<file path="config.mk">
export PLATFORM = sky130hd
export DESIGN_NAME = rst_sequencer
export DESIGN_NICKNAME = d
export VERILOG_FILES = /design/src/rtl/rst_seq_pkg.sv /design/src/rtl/rst_sync.sv /design/src/rtl/rst_sequencer.sv
export SDC_FILE = /design/constraint.sdc
export NUM_CORES = 1
export LEC_CHECK = 0
export ABC_CLOCK_PERIOD_IN_PS = 3900
export CORE_AREA = 2 2 39 41
export DETAILED_ROUTE_END_ITERATION = 12
export DIE_AREA = 0 0 41 43
export PLACE_DENSITY = 0.84
export SLEW_MARGIN = 5
export SYNTH_ARGS = -nofsm -noshare
export SYNTH_HDL_FRONTEND = slang
export SYNTH_SLANG_ARGS = --single-unit
</file>
<file path="constraint.sdc">
create_clock -name i_clk -period 3.9 [get_ports i_clk]
set_clock_uncertainty 0.15 [all_clocks]
set_input_delay 0.78 -clock i_clk [delete_from_list [all_inputs] [get_ports i_clk]]
set_output_delay 0.78 -clock i_clk [all_outputs]
set_load 0.1 [all_outputs]
</file>
<file path="src/rtl/rst_seq_pkg.sv">
// rst_seq_pkg: sequencer FSM states and reset-cause encodings shared by rst_sequencer.
package rst_seq_pkg;
  typedef enum logic [1:0] {HOLD, REL_PERIPH, REL_MEM, RUN} state_e;
  localparam logic [1:0] RST_CAUSE_HW = 2'b01;
  localparam logic [1:0] RST_CAUSE_SW = 2'b10;
endpackage

</file>
<file path="src/rtl/rst_sync.sv">
// rst_sync: reset synchronizer, asynchronous assertion and synchronous deassertion.
module rst_sync #(
  parameter int STAGES = 2
) (
  input  logic i_clk,
  input  logic i_rst,
  output logic o_rst
);
  logic [STAGES-1:0] sync_q;
  always_ff @(posedge i_clk or posedge i_rst)
    if (i_rst) sync_q <= '1;
    else sync_q <= {sync_q[STAGES-2:0], 1'b0};
  assign o_rst = sync_q[STAGES-1];
endmodule

</file>
<file path="src/rtl/rst_sequencer.sv">
// rst_sequencer: ordered release of periph/mem/core resets with reset-cause reporting.
// Define RST_SEQ_SWRST_EN to enable the software reset request path.
module rst_sequencer
  import rst_seq_pkg::*;
#(
  parameter int SYNC_STAGES    = 2,
  parameter int STRETCH_CYCLES = 16,
  parameter int STAGE_GAP      = 8
) (
  input  logic       i_clk,
  input  logic       i_rst,
  input  logic       i_sw_rst_req,
  output logic       o_rst_periph,
  output logic       o_rst_mem,
  output logic       o_rst_core,
  output logic       o_rst_busy,
  output logic [1:0] o_rst_cause
);
  localparam int CNT_MAX = (STRETCH_CYCLES > STAGE_GAP) ? STRETCH_CYCLES : STAGE_GAP;
  localparam int CW = $clog2(CNT_MAX + 1);
  localparam logic [CW-1:0] STRETCH_LAST = CW'(STRETCH_CYCLES - 1);
  localparam logic [CW-1:0] GAP_LAST = CW'(STAGE_GAP - 1);
  localparam logic [CW-1:0] CNT_SAT = CW'(CNT_MAX);
  state_e state_q, state_d;
  logic [CW-1:0] cnt_q, cnt_d, cnt_inc;
  logic periph_q, periph_d, mem_q, mem_d, core_q, core_d, busy_q;
  logic sync_rst, sw_go;
  rst_sync #(.STAGES(SYNC_STAGES)) u_sync (
    .i_clk (i_clk),
    .i_rst (i_rst),
    .o_rst (sync_rst)
  );
`ifdef RST_SEQ_SWRST_EN
  logic [1:0] cause_q;
  assign sw_go = (state_q == RUN) && i_sw_rst_req;
  always_ff @(posedge i_clk or posedge i_rst)
    if (i_rst) cause_q <= RST_CAUSE_HW;
    else if (sw_go) cause_q <= RST_CAUSE_SW;
  assign o_rst_cause = cause_q;
`else
  logic unused_sw_rst_req;
  assign unused_sw_rst_req = i_sw_rst_req;
  assign sw_go = 1'b0;
  assign o_rst_cause = RST_CAUSE_HW;
`endif
  assign cnt_inc = (cnt_q == CNT_SAT) ? cnt_q : cnt_q + CW'(1);
  always_comb begin
    state_d  = state_q;
    cnt_d    = cnt_q;
    periph_d = periph_q;
    mem_d    = mem_q;
    core_d   = core_q;
    if (sw_go) begin
      state_d  = HOLD;
      cnt_d    = '0;
      periph_d = 1'b1;
      mem_d    = 1'b1;
      core_d   = 1'b1;
    end else if (!sync_rst) begin
      case (state_q)
        HOLD:
          if (cnt_q == STRETCH_LAST) begin
            state_d  = REL_PERIPH;
            cnt_d    = '0;
            periph_d = 1'b0;
          end else cnt_d = cnt_inc;
        REL_PERIPH:
          if (cnt_q == GAP_LAST) begin
            state_d = REL_MEM;
            cnt_d   = '0;
            mem_d   = 1'b0;
          end else cnt_d = cnt_inc;
        REL_MEM:
          if (cnt_q == GAP_LAST) begin
            state_d = RUN;
            cnt_d   = '0;
            core_d  = 1'b0;
          end else cnt_d = cnt_inc;
        default: ;
      endcase
    end
  end
  // Busy mirrors the core reset, which is always the last domain to release.
  always_ff @(posedge i_clk or posedge i_rst)
    if (i_rst) begin
      state_q  <= HOLD;
      cnt_q    <= '0;
      periph_q <= 1'b1;
      mem_q    <= 1'b1;
      core_q   <= 1'b1;
      busy_q   <= 1'b1;
    end else begin
      state_q  <= state_d;
      cnt_q    <= cnt_d;
      periph_q <= periph_d;
      mem_q    <= mem_d;
      core_q   <= core_d;
      busy_q   <= core_d;
    end
  assign o_rst_periph = periph_q;
  assign o_rst_mem    = mem_q;
  assign o_rst_core   = core_q;
  assign o_rst_busy   = busy_q;
endmodule

</file>
After elaboration in Yosys (flattened, before gate mapping). Cells that the tools add are included.

Bits in registers: 12. Bits in read-only memories: 0. Bits in writable memories: 0. Logic and storage cells: 33. Latch bits: 0. Input port bits: 3. Memories: 0. Output and inout bits: 6.

Bitwise logic cells: 1. Mux-type cells: 8. Divide/modulo/power cells: 0. Equality and inequality tests: 8. Reduce and logical (&&, ||, !) cells: 9. Add/subtract/negate cells: 1. Shift-type cells: 0. $lt $le $gt $ge: 0. Multiply operators: 0.

Operators by type and width (number): two-way mux 5 bit (3); one-hot mux 5 bit (2 select lines) (1); AND reduction 3 bit (3); two-way mux 2 bit (3); != test 2 bit, second input constant (3); one-hot mux 2 bit (3 select lines) (1); adder 5 x 1 -> 5 bit, second input constant (1); equality test 5 x 3 -> 1 bit, second input constant (1); equality test 5 x 4 -> 1 bit, second input constant (1); equality test 5 bit, second input constant (1); AND reduction 5 bit (1); nonzero test 3 bit (1); equality test 2 x 1 -> 1 bit, second input constant (1); equality test 2 bit, second input constant (1); logical NOT 2 bit (1); AND reduction 2 bit (1); nonzero test 2 bit (1); OR reduction 2 bit (1); NOT 1 bit (1).

Longest topological paths before layout. Gate-level depths: netlist of the first run.

Depth in word-level cells: 4. Mapped depth: 7.

By module. A second synthesis of the first run with hierarchy kept.

Cell total of the unflattened synthesis: 70. Area total of the unflattened synthesis: 705.7 um^2.

Modules (own cells, without submodules): rst_sequencer (instances 1, sequential area each 254.0 um^2, cells each 66, area an instance 645.6 um^2); rst_sync (instances 1, sequential area each 52.6 um^2, cells each 4, area an instance 60.1 um^2).

Worst setup path after synthesis of the first run. Ideal clock, no wire load.

Kind: reg-to-output. Start point: reg o_rst_busy (netlist name). End point: out o_rst_core. Stages on the path, launching flop included: 2. Required time: 2.970 ns. Setup slack: 1.746 ns. Arrival time: 1.224 ns. Path through: dfstp_2 > buf_4.

RTL lines: end: declaration (RTL line rst_sequencer.sv:15) `output logic o_rst_core,`.

==> results.cfg, run 1 <==
[clock_tree]
cts-htree-levels = 1
clock-sinks = 12
cts_inserted_buffers = 3
cts_hold_buf = 0
clkTransAtPathRegs_ns = 0.07
postCtsSetupBuffers = 0
cts_buffer_depth = 2
cts_tree = yes
cts-root-buf = clkbuf_4
cts_resized = 0
insertion_delay_ns = 0.27

[logic_synthesis]
yosysWarnings = 0
synthesis.area_um2 = 709.4
synth-xor-area-share = 0.01235
avgSynthCellArea_um2 = 10.43
yosysSeqAreaShare = 0.4321
synth_top_family_by_area = simple AND/OR/NAND/NOR gates
ys_types = 28
synthSimpleGateAreaFrac = 0.1817
ys_seq_elements = 12
synth_mux_area_frac = 0.03527
synth_compound_area_frac = 0.1358
syn_inst = 68
synth_fa_ha_area_frac = 0.1235

[timing]
final.setup.tns_ns = 0
worstMarginPinSlew_ns = 0.9844
setup_viol = 0
slew_headroom = 0.3417
finalHoldViolations = 0
finalCritPeriodShare = 0.7382
drv_slew = 0
fmax_ghz = 0.3474
rsz0062_at_grt = no
period_minus_slack_ns = 2.879

[grt]
antenna_found_initial = 0
grt_pass1_wl_um = 2111
grt_pass1_vias = 476
grt_max_degree = 13
grt.total_usage = 0.1820
overflow = 0

[critical_path]
criticalPathCategory = flop to primary output
crit_required_ns = 2.97
path_buf_inv = 1
path_cells = clkdlybuf4s50_1
arrival_ns = 1.95
reg2reg_slack_ns = 1.89
reg2reg_depth = 6
r2r-end = state_q[1]$_DFFE_PP0P_
crit_fanout = 3
critical_path.top_delay_family = buffers and inverters
startpoint_type = flop
cp-end-kind = primary output
timing.rr.start = cnt_q[0]$_DFFE_PP0P_
slowest_delay_ns = 1.14
critPathSlowestCell = clkdlybuf4s50_1

[placement]
globalplace.congestion = 0.8304
dpl.hpwl_um = 930.1
io_buffer_count = 5

[outcome]
status = complete, no violations

[detailed_routing]
viasPerCell = 5.319
wl_um = 1238
vias = 484
avgRoutedWirePerCell_um = 13.60
ant_nets = 0
drt_iter0_drc = 15
first_pass_iters = 4
drc = 0

[min_path]
min_from = u_sync.sync_q[0]$_DFF_PP1_
hold_path_depth = 0
hp-class = flop to flop
min_to = u_sync.sync_q[1]$_DFF_PP1_

[finish]
area_growth_pct = 10.93
regArea_um2 = 306.5
drive_gt1_frac = 0.2267
finish.utilization = 0.5687
n_fill_cell = 110
antenna_cells = 0
multi_input_area_um2 = 357.8
num-nets-final = 86

[pwr]
combPwrFrac = 0.418
p_per_area_nw_per_um2 = 610.6
pwr-share-seq = 0.416
ir_drop_mv = 0.3535
pwr-share-clk = 0.167
switching_share = 0.4062
internal_power_mw = 0.2853
p_sw_mw = 0.1952
power_leakage_nw = 0.3647
power.total_mw = 0.4806

[die]
rows = 14
die_w_um = 41
die_area_um2 = 1763
ioPinCount = 9
start_util = 0.5127
core_area_um2 = 1384
die_y_um = 43

[flow_run]
cap_violations = 0
-- kinds of logic after synthesis --
family,Yosys count
DFF,12
and+or+nand+nor,22
muxes,2
other,2
AOI/OAI and AO/OA,12
xor gates and xnor gates,1
buffers and inverters,10
adders and majority gates,7
-- state kept, by name, summed over array words and instances, names as in the netlist --
name	count
o_rst_busy	1
cnt_q	5
o_rst_mem	1
state_q	2
u_sync.sync_q	2
o_rst_periph	1
-- worst max path at each step --
stage                      startpoint          to  slack [ns]  depth (start not counted)
2_1_floorplan  o_rst_busy$_DFFE_PP1P_  o_rst_core        1.75                          1
3_3_place_gp   o_rst_busy$_DFFE_PP1P_  o_rst_busy        1.34                          1
3_5_place_dp   o_rst_busy$_DFFE_PP1P_  o_rst_core        1.31                          1
4_1_cts        o_rst_busy$_DFFE_PP1P_  o_rst_core        1.01                          1
5_1_grt        o_rst_busy$_DFFE_PP1P_  o_rst_core         1.0                          1
6_report       o_rst_busy$_DFFE_PP1P_  o_rst_core        1.02                          1
-- metal layers --
layer / track usage / vias up / wire length [µm]
met1: 0.2355 / 223 / 508
li1: - / 239 / -
met4: 0.1200 / 0 / 17
met3: 0.04712 / 2 / 70
met5: 0 / - / 0
met2: 0.2563 / 20 / 641
-- synthesized netlist by cell type --
master / count / area share
buf_4: 3 / 0.032
mux2_4: 1 / 0.021
dfstp_2: 5 / 0.19
nor2b_1: 2 / 0.018
inv_1: 7 / 0.037
nand3_1: 1 / 0.0070
o21a_1: 1 / 0.011
o31ai_1: 1 / 0.011
nand2_1: 4 / 0.021
nand3b_1: 1 / 0.011
nor2_1: 6 / 0.032
o31a_2: 1 / 0.014
mux2i_1: 1 / 0.014
a211oi_2: 1 / 0.018
o21ai_0: 1 / 0.0070
nand4b_1: 1 / 0.012
a21boi_1: 2 / 0.021
xnor2_1: 1 / 0.012
ha_1: 7 / 0.12
and4bb_4: 1 / 0.023
nor3_2: 1 / 0.014
a31oi_1: 2 / 0.018
and3_1: 2 / 0.018
o21ai_1: 2 / 0.014
a21oi_4: 1 / 0.023
dfrtp_1: 7 / 0.25
conb_1: 2 / 0.011
nor2_2: 3 / 0.026
-- cell usage in the layout, fill, tap and decap left out, drive strengths merged, types with 2 or more instances in the layout --
| cell | count |
|---|---|
| clkbuf | 4 |
| clkdlybuf4s50 | 5 |
| nor2 | 9 |
| a31oi | 2 |
| nand2 | 4 |
| dfstp | 5 |
| dfrtp | 7 |
| conb | 3 |
| a21boi | 2 |
| o21ai | 3 |
| and3 | 2 |
| inv | 7 |
| ha | 7 |
| nor2b | 2 |
-- metrics by stage --
| stage | setup slack, ns | cells | hold WS (ns) | instance area, µm² |
|---|---|---|---|---|
| finish | 1.021 | 91 | 0.2108 | 787.0 |
| global placement | 1.336 | 87 | 0.1996 | 760.7 |
| global route | 0.9971 | 91 | 0.2159 | 787.0 |
| floorplan | 1.746 | 69 | 0.1952 | 713.2 |
| CTS | 1.006 | 91 | 0.2134 | 787.0 |
| detailed placement | 1.312 | 87 | 0.2034 | 760.7 |
-- cell type report --
| type | count | area share |
|---|---|---|
| clock buffers | 4 | 0.03339 |
| inverters | 7 | 0.03339 |
| multi-input cells | 47 | 0.4547 |
| repair buffers | 5 | 0.06359 |
| flip-flops and latches | 12 | 0.3895 |
| well taps | 16 | 0.02544 |
-- power groups by stage --
stage,Sequential (mW),Clock [mW],Combinational (mW)
after floorplan,0.188,0,0.169
after global placement,0.196,0,0.187
after detailed placement,0.201,0,0.198
after CTS,0.198,0.0852,0.200
after global routing,0.206,0.0872,0.227
final,0.200,0.0802,0.201
(Power assumes the default switching activity.)
==> inputs of run 2 (changes only) <==
--- a/config.mk
+++ b/config.mk
@@ -5,11 +5,11 @@
 export SDC_FILE = /design/constraint.sdc
 export NUM_CORES = 1
 export LEC_CHECK = 0
-export ABC_CLOCK_PERIOD_IN_PS = 3900
-export CORE_AREA = 2 2 39 41
+export ABC_CLOCK_PERIOD_IN_PS = 2330
+export CORE_MARGIN = 2
+export CORE_UTILIZATION = 47
 export DETAILED_ROUTE_END_ITERATION = 12
-export DIE_AREA = 0 0 41 43
-export PLACE_DENSITY = 0.84
+export PLACE_DENSITY = 0.79
 export SLEW_MARGIN = 5
 export SYNTH_ARGS = -nofsm -noshare
 export SYNTH_HDL_FRONTEND = slang
==> constraint.sdc (replaced) <==
create_clock -name i_clk -period 2.33 [get_ports i_clk]
set_clock_uncertainty 0.15 [all_clocks]
set_input_delay 0.466 -clock i_clk [delete_from_list [all_inputs] [get_ports i_clk]]
set_output_delay 0.466 -clock i_clk [all_outputs]
set_load 0.1 [all_outputs]
==> run 2 against run 1 <==
Setup slack lost 0.68 ns. Sequential share of layout area grew 0.50 points. Sequential cell count is the same. Routed wire length shrank 6.4%. Global-route usage shrank 2.7 points. Final cell count is the same. Largest power group is now registers.
==> results.cfg, run 2 (synthesis results as in run 1) <==
[detailed_routing]
wl_um = 1159
first_pass_iters = 3
drc = 0
vias = 464
drt_iter0_drc = 7
avgRoutedWirePerCell_um = 12.74
ant_nets = 0
viasPerCell = 5.099

[clock_tree]
clock-sinks = 12
cts_inserted_buffers = 3
cts_tree = yes
clkTransAtPathRegs_ns = 0.07
cts_hold_buf = 0
postCtsSetupBuffers = 0
cts_resized = 0
cts-root-buf = clkbuf_4
insertion_delay_ns = 0.28
cts_buffer_depth = 2
cts-htree-levels = 1

[timing]
finalHoldViolations = 0
setup_viol = 0
fmax_ghz = 0.5036
period_minus_slack_ns = 1.986
finalCritPeriodShare = 0.8523
holdWs_ns = 0.2100
rsz0062_at_grt = no
drv_slew = 0
final.setup.tns_ns = 0

[grt]
grt_pass1_wl_um = 2028
antenna_found_initial = 0
overflow = 0
grt_pass1_vias = 486
grt.total_usage = 0.1552
grt_max_degree = 13

[pwr]
switching_share = 0.4021
p_sw_mw = 0.3200
internal_power_mw = 0.4758
pwr-share-clk = 0.171
p_per_area_nw_per_um2 = 1024
combPwrFrac = 0.410
power.total_mw = 0.7958
ir_drop_mv = 0.5395
power_leakage_nw = 0.3730
pwr-share-seq = 0.419

[die]
die_y_um = 42.85
core_area_um2 = 1454
rows = 14
start_util = 0.4880
ioPinCount = 9
die_w_um = 42.85
die_area_um2 = 1836

[finish]
n_fill_cell = 132
multi_input_area_um2 = 357.8
drive_gt1_frac = 0.2800
top_register = cnt_q
top_regs = cnt_q (5), state_q (2), u_sync.sync_q (2)
antenna_cells = 0
num-nets-final = 86
area_growth_pct = 9.524
regArea_um2 = 306.5
design_area_um2 = 777.0
largest_reg_flops = 5
layout_common_cells = inv_1 (7), ha_1 (7), dfrtp_1 (7)

[placement]
io_buffer_count = 5
globalplace.congestion = 0.8104
placed_cell_area_um2 = 750.7
dpl.hpwl_um = 853.6

[critical_path]
criticalPathCategory = flop to flop
reg2reg_depth = 6
arrival_ns = 2.00
cp-startpoint = cnt_q[0]$_DFFE_PP0P_
timing.rr.start = cnt_q[0]$_DFFE_PP0P_
cp-end-kind = flop
startpoint_type = flop
crit_fanout = 5
crit_required_ns = 2.35
reg2reg_slack_ns = 0.34
r2r-end = state_q[1]$_DFFE_PP0P_

[min_path]
min_from = u_sync.sync_q[0]$_DFF_PP1_
hold_path_depth = 0
min_to = u_sync.sync_q[1]$_DFF_PP1_
hp-class = flop to flop

[flow_run]
cap_violations = 0

[outcome]
status = complete, no violations
run 2: cell types whose count changed in the layout (fill, tap and decap cells not counted), sizes merged:
cell,before,now
buf,0,4
clkdlybuf4s50,5,1
run 2: worst max-delay path by stage:
stage                             end  cells after the start
6_report       state_q[1]$_DFFE_PP0P_                      6
5_1_grt        state_q[1]$_DFFE_PP0P_                      6
4_1_cts        state_q[1]$_DFFE_PP0P_                      6
3_5_place_dp   state_q[1]$_DFFE_PP0P_                      6
3_3_place_gp   state_q[1]$_DFFE_PP0P_                      6
2_1_floorplan              o_rst_core                      1
run 2: per-layer routing:
layer	global-route usage	routed length, µm	up-vias
li1	-	-	236
met1	0.1913	565	215
met3	0.03830	36	3
met4	0.1125	27	0
met5	0	0	-
met2	0.2333	529	10
run 2: area by class of cell:
class,instances,share of cell area
Timing Repair Buffer,5,0.05153
Multi-Input combinational cell,47,0.4605
Inverter,7,0.03382
Tap cell,16,0.02576
Clock buffer,4,0.03382
Sequential cell,12,0.3945
run 2: critical path, cell delays in order, from the launching register on:
cell,delay [ns]
dfrtp_1,0.42
ha_1,0.27
and3_1,0.20
ha_1,0.21
o21ai_1,0.25
nor2_2,0.08
mux2_4,0.29
run 2: power by group through the flow:
stage          sequential (mW)  combinational (mW)  clock (mW)
6_report                 0.333               0.327       0.136
5_1_grt                  0.341               0.375       0.145
4_1_cts                  0.330               0.329       0.142
3_5_place_dp             0.334               0.327           0
3_3_place_gp             0.328               0.312           0
2_1_floorplan            0.315               0.283           0
run 2: per-stage QoR:
stage,std cells,util,worst slack (ns)
after CTS,91,0.5344,0.3537
after global routing,91,0.5344,0.2529
after global placement,87,0.5164,0.4071
after floorplan,69,-,0.4904
final,91,0.5344,0.3442
after detailed placement,87,0.5164,0.3705
==> inputs of run 3 (changes only) <==
--- a/config.mk
+++ b/config.mk
@@ -6,8 +6,10 @@
 export NUM_CORES = 1
 export LEC_CHECK = 0
 export ABC_CLOCK_PERIOD_IN_PS = 2330
+export CAP_MARGIN = 5
 export CORE_MARGIN = 2
 export CORE_UTILIZATION = 47
+export CTS_CLUSTER_SIZE = 25
 export DETAILED_ROUTE_END_ITERATION = 12
 export PLACE_DENSITY = 0.79
 export SLEW_MARGIN = 5
==> results of run 3 <==
Same layout as run 2: the final DEF is identical, and so are final timing and power.
